==> src/rtl/alu_seq_pkg.sv <==
// Shared opcodes and FSM state type for the multi-word carry-chain sequencer.
package alu_seq_pkg;

  // Arithmetic opcodes (mode = 0)
  localparam logic [2:0] OP_ADD  = 3'b000;
  localparam logic [2:0] OP_ADC  = 3'b001;
  localparam logic [2:0] OP_SUB  = 3'b010;
  localparam logic [2:0] OP_SBB  = 3'b011;
  localparam logic [2:0] OP_INC  = 3'b100;
  localparam logic [2:0] OP_DEC  = 3'b101;
  localparam logic [2:0] OP_PASS = 3'b110;
  localparam logic [2:0] OP_NEG  = 3'b111;

  // Shift opcodes (mode = 1); 000-101 are plain logic ops in that mode
  localparam logic [2:0] OP_SHL  = 3'b110;
  localparam logic [2:0] OP_SHR  = 3'b111;

  typedef enum logic [1:0] {
    IDLE,
    RUN,
    DONE
  } state_t;

endpackage

==> src/rtl/cin_first_decode.sv <==
// Per-command carry policy: first-word carry-in, word order, chaining and flag update.
module cin_first_decode
  import alu_seq_pkg::*;
(
  input  logic [2:0] opsel_i,
  input  logic       mode_i,
  input  logic       carry_flag_i,
  output logic       first_cin_o,
  output logic       reverse_o,
  output logic       chain_en_o,
  output logic       flag_upd_o
);

  // Decode the latched operation into its carry behaviour
  always_comb begin
    first_cin_o = 1'b0;
    reverse_o   = 1'b0;
    chain_en_o  = 1'b1;
    flag_upd_o  = 1'b1;
    if (!mode_i) begin
      unique case (opsel_i)
        OP_ADD, OP_DEC, OP_PASS: first_cin_o = 1'b0;
        OP_ADC, OP_SBB:          first_cin_o = carry_flag_i;
        OP_SUB, OP_INC, OP_NEG:  first_cin_o = 1'b1;
        default:                 first_cin_o = 1'b0;
      endcase
      // PASS leaves the flag alone
      flag_upd_o = (opsel_i != OP_PASS);
    end else if (opsel_i == OP_SHL || opsel_i == OP_SHR) begin
      first_cin_o = carry_flag_i;
      reverse_o   = (opsel_i == OP_SHR);
    end else begin
      // Bitwise logic: no carry in, no carry between words, flag untouched
      chain_en_o = 1'b0;
      flag_upd_o = 1'b0;
    end
  end

endmodule

==> src/rtl/carry_chain_sequencer.sv <==
// Sequences one multi-word ALU command over a single-word slice, chaining carries word to word.
module carry_chain_sequencer
  import alu_seq_pkg::*;
#(
  parameter int unsigned WORD_W    = 8,
  parameter int unsigned MAX_WORDS = 4,
  parameter int unsigned IDX_W     = $clog2(MAX_WORDS)
) (
  input  logic             clk,
  input  logic             rst_n,
  input  logic             cmd_valid_i,
  output logic             cmd_ready_o,
  input  logic [2:0]       cmd_opsel_i,
  input  logic             cmd_mode_i,
  input  logic [IDX_W-1:0] cmd_nwords_i,
  input  logic             flag_clr_i,
  output logic             slice_en_o,
  output logic [IDX_W-1:0] slice_idx_o,
  output logic [2:0]       slice_opsel_o,
  output logic             slice_mode_o,
  output logic             cin_final_o,
  input  logic             slice_cout_i,
  output logic             carry_flag_o,
  output logic             busy_o,
  output logic             done_o
);

  if (MAX_WORDS < 2) begin : g_bad_max_words
    $error("MAX_WORDS must be at least 2");
  end
  if (WORD_W == 0) begin : g_bad_word_w
    $error("WORD_W must be non-zero");
  end

  state_t           state_q, state_d;
  logic [2:0]       opsel_q, opsel_d;
  logic             mode_q, mode_d;
  logic [IDX_W-1:0] nwords_q, nwords_d;
  logic [IDX_W-1:0] cnt_q, cnt_d;
  logic             chain_q, chain_d;
  logic             flag_q, flag_d;

  logic             first_cin, reverse, chain_en, flag_upd;
  logic [31:0]      nwords_ext;

  assign nwords_ext = 32'(cmd_nwords_i);

  cin_first_decode u_cin_first_decode (
    .opsel_i      (opsel_q),
    .mode_i       (mode_q),
    .carry_flag_i (flag_q),
    .first_cin_o  (first_cin),
    .reverse_o    (reverse),
    .chain_en_o   (chain_en),
    .flag_upd_o   (flag_upd)
  );

  // Next-state and output decode
  always_comb begin
    state_d  = state_q;
    opsel_d  = opsel_q;
    mode_d   = mode_q;
    nwords_d = nwords_q;
    cnt_d    = cnt_q;
    chain_d  = chain_q;
    flag_d   = flag_clr_i ? 1'b0 : flag_q;

    cmd_ready_o = 1'b0;
    slice_en_o  = 1'b0;
    slice_idx_o = '0;
    cin_final_o = 1'b0;
    busy_o      = 1'b0;
    done_o      = 1'b0;

    unique case (state_q)
      IDLE: begin
        cmd_ready_o = 1'b1;
        if (cmd_valid_i) begin
          opsel_d  = cmd_opsel_i;
          mode_d   = cmd_mode_i;
          nwords_d = (nwords_ext >= MAX_WORDS) ? IDX_W'(MAX_WORDS - 1) : cmd_nwords_i;
          cnt_d    = '0;
          chain_d  = 1'b0;
          state_d  = RUN;
        end
      end
      RUN: begin
        busy_o      = 1'b1;
        slice_en_o  = 1'b1;
        slice_idx_o = reverse ? (nwords_q - cnt_q) : cnt_q;
        cin_final_o = (cnt_q == '0) ? first_cin : (chain_en & chain_q);
        chain_d     = slice_cout_i;
        if (cnt_q == nwords_q) begin
          // Final carry beats a coincident flag_clr
          if (flag_upd) flag_d = slice_cout_i;
          state_d = DONE;
        end else begin
          cnt_d = cnt_q + IDX_W'(1);
        end
      end
      DONE: begin
        busy_o  = 1'b1;
        done_o  = 1'b1;
        state_d = IDLE;
      end
      default: state_d = IDLE;
    endcase
  end

  // State and datapath registers
  always_ff @(posedge clk or negedge rst_n) begin
    if (!rst_n) begin
      state_q  <= IDLE;
      opsel_q  <= '0;
      mode_q   <= 1'b0;
      nwords_q <= '0;
      cnt_q    <= '0;
      chain_q  <= 1'b0;
      flag_q   <= 1'b0;
    end else begin
      state_q  <= state_d;
      opsel_q  <= opsel_d;
      mode_q   <= mode_d;
      nwords_q <= nwords_d;
      cnt_q    <= cnt_d;
      chain_q  <= chain_d;
      flag_q   <= flag_d;
    end
  end

  assign slice_opsel_o = opsel_q;
  assign slice_mode_o  = mode_q;
  assign carry_flag_o  = flag_q;

endmodule

==> config.mk <==
export PLATFORM = sky130hd
export DESIGN_NAME = carry_chain_sequencer
export DESIGN_NICKNAME = d
export VERILOG_FILES = /design/src/rtl/alu_seq_pkg.sv /design/src/rtl/cin_first_decode.sv /design/src/rtl/carry_chain_sequencer.sv
export SDC_FILE = /design/constraint.sdc
export NUM_CORES = 1
export LEC_CHECK = 0
export ABC_AREA = 1
export CORE_MARGIN = 1.5
export CORE_UTILIZATION = 25
export DETAILED_ROUTE_END_ITERATION = 6
export PLACE_DENSITY = 0.53
export RECOVER_POWER = 50
export SYNTH_ARGS = -nofsm -noshare
export SYNTH_HDL_FRONTEND = slang
export SYNTH_SLANG_ARGS = --single-unit
==> constraint.sdc <==
create_clock -name clk -period 1.1 [get_ports clk]
set_clock_uncertainty 0.05 [all_clocks]
set_input_delay 0.22 -clock clk [delete_from_list [all_inputs] [get_ports clk]]
set_output_delay 0.22 -clock clk [all_outputs]
set_load 0.01 [all_outputs]
== After elaboration in Yosys (flattened, before gate mapping) ==
Index checks and enable logic that the tools add are counted.
W data, S select, Z words.
Storage, ports and cells
  input bits: 11
  register bits: 12
  output and inout bits: 12
  word-level logic and storage cells: 67
Operators by class
  reduce and logical (&&, ||, !) cells: 13
  order comparisons: 1
  equal/unequal tests: 14
  $add $sub $neg: 2
  multiplexer cells: 29
  bitwise gates (word level): 1
Operators with widths (number)
  $mux W1: 18
  $mux W2: 7
  $eq A3 B3 Y1 const B: 4
  $pmux W2 S2: 2
  $eq A3 B2 Y1 const B: 2
  $ne A2 B2 Y1 const B: 3
  $reduce_and A2 Y1: 3
  $reduce_or A3 Y1: 2
  $logic_not A2 Y1: 2
  $reduce_or A2 Y1: 2
  $eq A3 B1 Y1 const B: 1
  $ge A2 B3 Y1 const B: 1
  $logic_not A3 Y1: 1
  $ne A3 B3 Y1 const B: 1
  $pmux W1 S3: 1
  $reduce_and A3 Y1: 1
  $add A2 B1 Y2 const B: 1
  $eq A2 B1 Y1 const B: 1
  $eq A2 B2 Y1: 1
  $eq A2 B2 Y1 const B: 1
  $pmux W1 S2: 1
  $reduce_bool A2 Y1: 1
  $sub A2 B2 Y2: 1
  $and A1 B1 Y1: 1
  $logic_or A1 B1 Y1: 1

== Longest topological paths before layout ==
Gate-level depths: netlist (run 1).
  depth in word-level cells: 7
  mapped depth: 8
  gate-level depth less buffers: 8

== Modules after synthesis ==
Synthesis (run 1) repeated with hierarchy kept, for this count alone.
Unflattened totals
  cells, all modules: 115
  area total of the unflattened synthesis: 854.6 µm²
Modules (own cells, without submodules)
  carry_chain_sequencer: times used 1, seq. area each 300.3 µm², area an instance 762.0 µm², cells each 93
  cin_first_decode: times used 1, seq. area each 0.0 µm², area an instance 92.6 µm², cells each 22

== Least setup slack after synthesis (run 1) ==
No wires, ideal clock.
  path type: flip-flop to output port
  start: register state_q[1]
  end: output port slice_idx_o[0]
  buffers on the path: 1
  required time: 0.830 ns
  arrival: 1.103 ns
  setup slack: -0.273 ns
  cell stages (with the launch flop): 6
  path through: dfrtp_1 inv_1 ha_1 buf_4 o21ai_0 a21oi_1
On the way
  cells in the longest elaborated chain, start to end: 2
RTL lines
  start, declared: RTL line carry_chain_sequencer.sv:35  | state_t state_q, state_d;
  start signal, assigned: RTL line carry_chain_sequencer.sv:121  | state_q <= state_d;
  $eq A2 B1 Y1: RTL line carry_chain_sequencer.sv:75  | unique case (state_q)
  $mux W2: RTL line carry_chain_sequencer.sv:75
  end, declared: RTL line carry_chain_sequencer.sv:18  | output logic [IDX_W-1:0] slice_idx_o,
Every way passes these cells.

== Worst setup path after layout (run 1) ==
  start: register mode_q, in the netlist slice_mode_o
  end: output port cin_final_o
On the way
  cells in the longest elaborated chain, start to end: 4
  elaborated cells on any way between the ends: 5
  those cells by class: mux (4); bitwise (1)
RTL lines
  start, declared: RTL line carry_chain_sequencer.sv:37  | logic mode_q, mode_d;
  start signal, assigned: RTL line carry_chain_sequencer.sv:123  | mode_q <= mode_d;
  $mux W1: RTL line cin_first_decode.sv:20  | if (!mode_i) begin
  $and A1 B1 Y1: RTL line carry_chain_sequencer.sv:91  | cin_final_o = (cnt_q == '0) ? first_cin : (chain_en & chain_q);
  $mux W1 (*): RTL line carry_chain_sequencer.sv:91
  $mux W1 (*): RTL line carry_chain_sequencer.sv:75
  end, declared: RTL line carry_chain_sequencer.sv:21  | output logic cin_final_o,
Every way passes the cells marked *; elsewhere a longest branch is shown, timed or not.

==> results of run 1 <==
[cells by family (layout without fill, tap and decap cells)]
logic type | count (synthesis) | in the layout | synth area share
buffers and inverters | 18 | 83 | 0.09477
adder cells (fa/ha/maj) | 5 | 5 | 0.08170
flip-flops | 12 | 12 | 0.3922
AND/OR/NAND/NOR | 62 | 62 | 0.3595
AO/OA/AOI/OAI | 11 | 11 | 0.07189
[per-stage QoR]
step	utilization	hold WS [ns]	instances	TNS [ns]
2_1_floorplan	-	-0.1256	108	-1.726
3_3_place_gp	0.4374	0.4843	183	-7.205
3_5_place_dp	0.4374	0.4942	183	-7.249
4_1_cts	0.5414	0.1969	200	-6.983
5_1_grt	0.5882	0.4212	204	-8.335
6_report	0.5882	0.3822	204	-7.066
[routing by layer]
layer	vias up	routed length, um	GRT usage
met1	426	1165	0.2087
li1	470	-	-
met5	-	0	0
met4	0	36	0.04983
met3	4	109	0.04396
met2	18	1310	0.2681
[critical path, delay by kind of cell (launching register included)]
family,cells,cell delay (ns)
AOI/OAI and AO/OA,1,0.05
buffers and inverters,3,0.39
DFF,1,0.42
and+or+nand+nor,3,0.23
[final cells by class]
type,count,area share
clock buffer,4,0.02180
inverter,16,0.04812
multi-input combinational,78,0.3564
sequential,12,0.1812
tap,31,0.02331
timing repair buffer,62,0.3594
timing repair inverter,1,0.009774
[cell usage in the layout (no fill, tap or decap), types with 2 or more instances in the layout]
cell,count
a21oi_2,2
buf_12,2
buf_2,3
inv_4,3
inv_2,6
nand4_1,2
ha_4,5
nand2_4,5
o21ai_2,4
nor2_4,3
nand3_2,2
o21ai_1,4
inv_1,6
clkbuf_4,3
nand2_1,26
nor2_1,5
nand3_1,4
dfrtp_1,11
nand2_2,12
clkinv_8,2
buf_4,21
clkdlybuf4s50_1,10
buf_6,25
[flip-flops by register name, indices dropped and copies added (netlist names)]
signal	count
carry_flag_o	1
chain_q	1
cnt_q	2
nwords_q	2
slice_mode_o	1
slice_opsel_o	3
state_q	2
[repair_timing]
item	4_1_cts	5_1_grt
buffers inserted	12	6
gates cloned	1	0
hold buffers	0	0
endpoints found under the setup margin	24	24
pin swaps	20	9
gates resized for setup	109	24
[path summary, 6_finish.rpt]
kind | to | slack [ns] | depth (start not counted)
max | cin_final_o | -0.55 | 7
min | slice_mode_o$_DFFE_PN0P_ | 0.38 | 2
min reg2reg | nwords_q[0]$_DFFE_PN0P_ | 0.52 | 2
max in group asynchronous | state_q[0]$_DFFE_PN0P_ | 0.11 | 2
min in group clk | slice_opsel_o[2]$_DFFE_PN0P_ | 0.44 | 3
max reg2reg | cnt_q[0]$_DFFE_PN0P_ | -0.29 | 9
[power by group through the flow]
| stage | Combinational [mW] | Clock [mW] | Sequential (mW) |
|---|---|---|---|
| global placement | 2.40 | 0 | 0.794 |
| global route | 4.08 | 0.403 | 0.800 |
| finish | 3.79 | 0.369 | 0.778 |
| CTS | 3.36 | 0.378 | 0.770 |
| floorplan | 1.24 | 0 | 0.847 |
| detailed placement | 2.41 | 0 | 0.798 |
[cells in the mapped netlist (all sizes together)]
master,count,share of area
dfrtp,12,0.39
ha,5,0.082
nand2,44,0.24
o21ai,9,0.059
a21oi,2,0.013
nand3,7,0.052
nand4,2,0.016
buf,2,0.016
inv,16,0.078
nand3b,1,0.0098
nor2,8,0.042
==> results.yml, run 1 <==
status:
  status: "complete, but fails checks"
  violations: "setup timing"
routing:
  drtAntennaViolNets: 0
  wl_per_cell_um: 12.85
  route.vias.total: 918
  drt_wl_total_um: 2621
  drt_pass1_iterations: 4
  avgViaCountPerCell: 4.500
  drt_iter0_drc: 17
  drc: 0
placed_design:
  dp_slack_ns: -0.6772
  placedInstanceArea_um2: 1237
  place.gp.congestion: 0.7672
  port_buffers: 22
  dpl.hpwl_um: 1627
synthesis:
  yosys_register_bits: 12
  yosysUniqueCellTypes: 18
  seq_area_frac_synth: 0.3922
  synth_cells: 108
  synth_nets: 124
  synth.avg_cell_area_um2: 7.090
  yosys_warnings: 0
  syn-cell-area_um2: 765.7
global_route:
  grt_max_degree: 13
  overflow: 0
  grt_pass1_vias: 919
  grt_usage: 0.1632
  grt_pass1_wl_um: 4091
  antenna_found_initial: 0
pwr:
  pwr-share-comb: 0.768
  finalPower_mw: 4.934
  swShare: 0.4240
  p_int_mw: 2.842
  p_leak_nw: 0.8117
  p_per_area_nw_per_um2: 2965
  irDropWorstVdd_mv: 1.909
  seq_power_share: 0.158
  power_switching_mw: 2.092
  clkPwrFrac: 0.075
cts:
  path_clk_slew_ns: 0.08
  clock-sinks: 12
  clock_path_buffers: 2
  cts_buffers: 3
  h-tree-depth: 1
  cts_root_buf: "clkbuf_4"
  cts_tree: "done"
  clkLatencyLatePin_ns: 0.28
floorplanning:
  core_um2: 2829
  die_w_um: 58.35
  start_util: 0.2707
  num_rows: 19
  die_area_um2: 3404
  io-pin-count: 23
  chipHeight_um: 58.35
critical_path:
  crit_fanout: 3
  reg2reg_from: "state_q[0]$_DFFE_PN0P_"
  end_kind: "primary output"
  critical_path_class: "register to primary output"
  critPathMaxStageDelay_ns: 0.42
  required_ns: 0.83
  critPathLaunch: "slice_mode_o$_DFFE_PN0P_"
  arrival_ns: 1.38
  slowest_stage: "dfrtp_1"
  worstSetupStartpointType: "register"
  crit_chain: "buf_6, buf_6, nor2_4, nand3_2, nand3_2, a21oi_2, buf_2"
timing:
  max_freq_ghz: 0.6053
  hold_viol: 0
  worst_slew_pin_slew_ns: 0.7258
  fin_crit_sh: 1.502
  slew_violations: 0
  rsz0062_at_grt: "true"
  min_period_ns: 1.652
  slew_headroom: 0.5162
  fin_ws_ns: -0.5520
  finalSetupViolCount: 24
cells_and_area:
  stdcell_area_um2: 1664
  fill_cells: 246
  multiInputGateArea_um2: 593.1
  finalNetCount: 190
  diodes: 0
  layout-drive-gt1-share: 0.5954
  register_area_um2: 301.5
  synthToLayoutAreaGrowth_pct: 117.3
min_path:
  min_path_type: "input pin to asynchronous set/reset pin"
flow_run:
  drv_cap: 0
Note: power is estimated with default switching activity, not from simulation.
==> inputs of run 2 (changes only) <==
--- a/config.mk
+++ b/config.mk
@@ -11,6 +11,7 @@
 export DETAILED_ROUTE_END_ITERATION = 6
 export PLACE_DENSITY = 0.53
 export RECOVER_POWER = 50
+export SLEW_MARGIN = 20
 export SYNTH_ARGS = -nofsm -noshare
 export SYNTH_HDL_FRONTEND = slang
 export SYNTH_SLANG_ARGS = --single-unit
==> results of run 2 <==
No change in the layout: final DEF, timing and power equal those of run 1.
==> inputs of run 3 (changes only) <==
--- a/config.mk
+++ b/config.mk
@@ -9,8 +9,10 @@
 export CORE_MARGIN = 1.5
 export CORE_UTILIZATION = 25
 export DETAILED_ROUTE_END_ITERATION = 6
+export GPL_TIMING_DRIVEN = 0
 export PLACE_DENSITY = 0.53
 export RECOVER_POWER = 50
+export REMOVE_ABC_BUFFERS = 1
 export SLEW_MARGIN = 20
 export SYNTH_ARGS = -nofsm -noshare
 export SYNTH_HDL_FRONTEND = slang
==> results.yml, run 3 (synthesis results as in run 1) <==
status:
  status: "complete, but fails checks"
  violations: "setup timing"
cells_and_area:
  diodes: 0
  layout-drive-gt1-share: 0.4706
  layout.cells.most_common: "nand2_1"
  final_cell_mix: "30 x nand2_1, 22 x buf_6, 11 x dfrtp_1, 9 x nand2_2, 9 x clkdlybuf4s50_1"
  finalNetCount: 171
  register_area_um2: 301.5
  fill_cells: 260
  largest_reg_flops: 3
  synthToLayoutAreaGrowth_pct: 85.29
  multiInputGateArea_um2: 533.0
  fin_cells: 184
  stdcell_area_um2: 1419
placed_design:
  placedInstanceArea_um2: 1012
  place.gp.congestion: 0.7672
  dp.cells: 159
  port_buffers: 22
  dpl.hpwl_um: 1334
  dp_slack_ns: -0.8850
cts:
  clkLatencyLatePin_ns: 0.27
  clock_path_buffers: 2
  cts_buffers: 3
  cts_root_buf: "clkbuf_4"
  path_clk_slew_ns: 0.08
  clock-sinks: 12
  h-tree-depth: 1
  cts_tree: "done"
routing:
  drtAntennaViolNets: 0
  drt_pass1_iterations: 4
  drc: 0
  route.vias.total: 878
  drt_iter0_drc: 26
  drt_wl_total_um: 2487
  avgViaCountPerCell: 4.772
  wl_per_cell_um: 13.52
critical_path:
  critPathLaunch: "cnt_q[0]$_DFFE_PN0P_"
  arrival_ns: 1.37
  reg2reg_from: "state_q[0]$_DFFE_PN0P_"
  critical_path_class: "register to primary output"
  worstSetupStartpointType: "register"
  critPathBufInv: 1
  critPathMaxStageDelay_ns: 0.40
  slowest_stage: "dfrtp_1"
  critical_path.top_delay_family: "flip-flops"
  crit_chain: "ha_1, a21oi_2, buf_2"
  end_kind: "primary output"
  crit_cells: 3
  required_ns: 0.83
  reg2regPathDepth: 7
  crit_fanout: 3
min_path:
  min_path_type: "input pin to asynchronous set/reset pin"
flow_run:
  drv_cap: 0
floorplanning:
  num_rows: 19
  die_w_um: 58.35
  core_um2: 2829
  io-pin-count: 23
  start_util: 0.2707
  die_area_um2: 3404
  chipHeight_um: 58.35
global_route:
  grt_pass1_wl_um: 3891
  grt_max_degree: 13
  antenna_found_initial: 0
  grt_pass1_vias: 912
  grt_usage: 0.1514
  overflow: 0
pwr:
  p_per_area_nw_per_um2: 2940
  irDropWorstVdd_mv: 1.419
  p_leak_nw: 0.6877
  finalPower_mw: 4.172
timing:
  min_period_ns: 1.637
  rsz0062_at_grt: "true"
  finalSetupViolCount: 24
  fin_crit_sh: 1.488
  slew_headroom: 0.6051
  max_freq_ghz: 0.6110
  setup_tns_ns: -6.391
  hold_viol: 0
  fin_ws_ns: -0.5367
  worst_slew_pin_slew_ns: 0.5904
  slew_violations: 0
-- run 3: cell count changes in the layout (fill, tap and decap cells not counted), sizes merged --
cell,change
clkinvlp,+1
dlygate4sd3,+1
clkinv,-1
clkdlybuf4s50,-1
buf,-18
clkbuf,-2
-- run 3: path summary, 6_finish.rpt --
| kind | end | slack, ns |
|---|---|---|
| max reg2reg | state_q[0]$_DFFE_PN0P_ | -0.30 |
| max | slice_idx_o[0] | -0.54 |
| min reg2reg | chain_q$_DFFE_PN0P_ | 0.48 |
| min | cnt_q[1]$_DFFE_PN0P_ | 0.33 |
| max in group asynchronous | slice_mode_o$_DFFE_PN0P_ | 0.25 |
| min in group clk | slice_mode_o$_DFFE_PN0P_ | 0.42 |
-- run 3: power by group --
part | internal [mW] | switching (mW)
registers | 0.637 | 0.162
logic | 1.56 | 1.54
clock network | 0.127 | 0.150
total | 2.32 | 1.85
-- run 3: area by class of cell --
type                       count  area share
multi-input combinational     78      0.3757
timing repair buffer          43      0.3069
sequential                    12      0.2125
inverter                      16     0.05644
tap                           31     0.02734
clock buffer                   3     0.01587
timing repair inverter         1    0.005291
-- run 3: layer usage --
metal	share of wire	vias to the layer above	track usage
li1	-	431	-
met1	0.39	411	0.1782
met2	0.53	28	0.2681
met3	0.050	8	0.02637
met4	0.034	0	0.06645
met5	0	-	0
-- run 3: repair_timing --
action,4_1_cts,5_1_grt
gates resized for setup,101,23
setup endpoints to repair,24,24
hold buffers,0,0
cloned,1,0
pin swaps,8,11
endpoints found under the hold margin,0,0
buffers inserted,18,6
-- run 3: stage by stage --
step / util / hold slack, ns
after floorplan: - / -0.1256
after global placement: 0.3578 / 0.4483
after detailed placement: 0.3578 / 0.4479
after CTS: 0.4626 / 0.2857
after global routing: 0.5015 / 0.3821
final: 0.5015 / 0.3340
-- run 3: worst reg2reg max path, delay by kind of cell, from the launching register on --
family,cells,cell delay (ns)
buffers and inverters,3,0.36
adders and majority gates,1,0.18
DFF,1,0.41
and+or+nand+nor,3,0.29
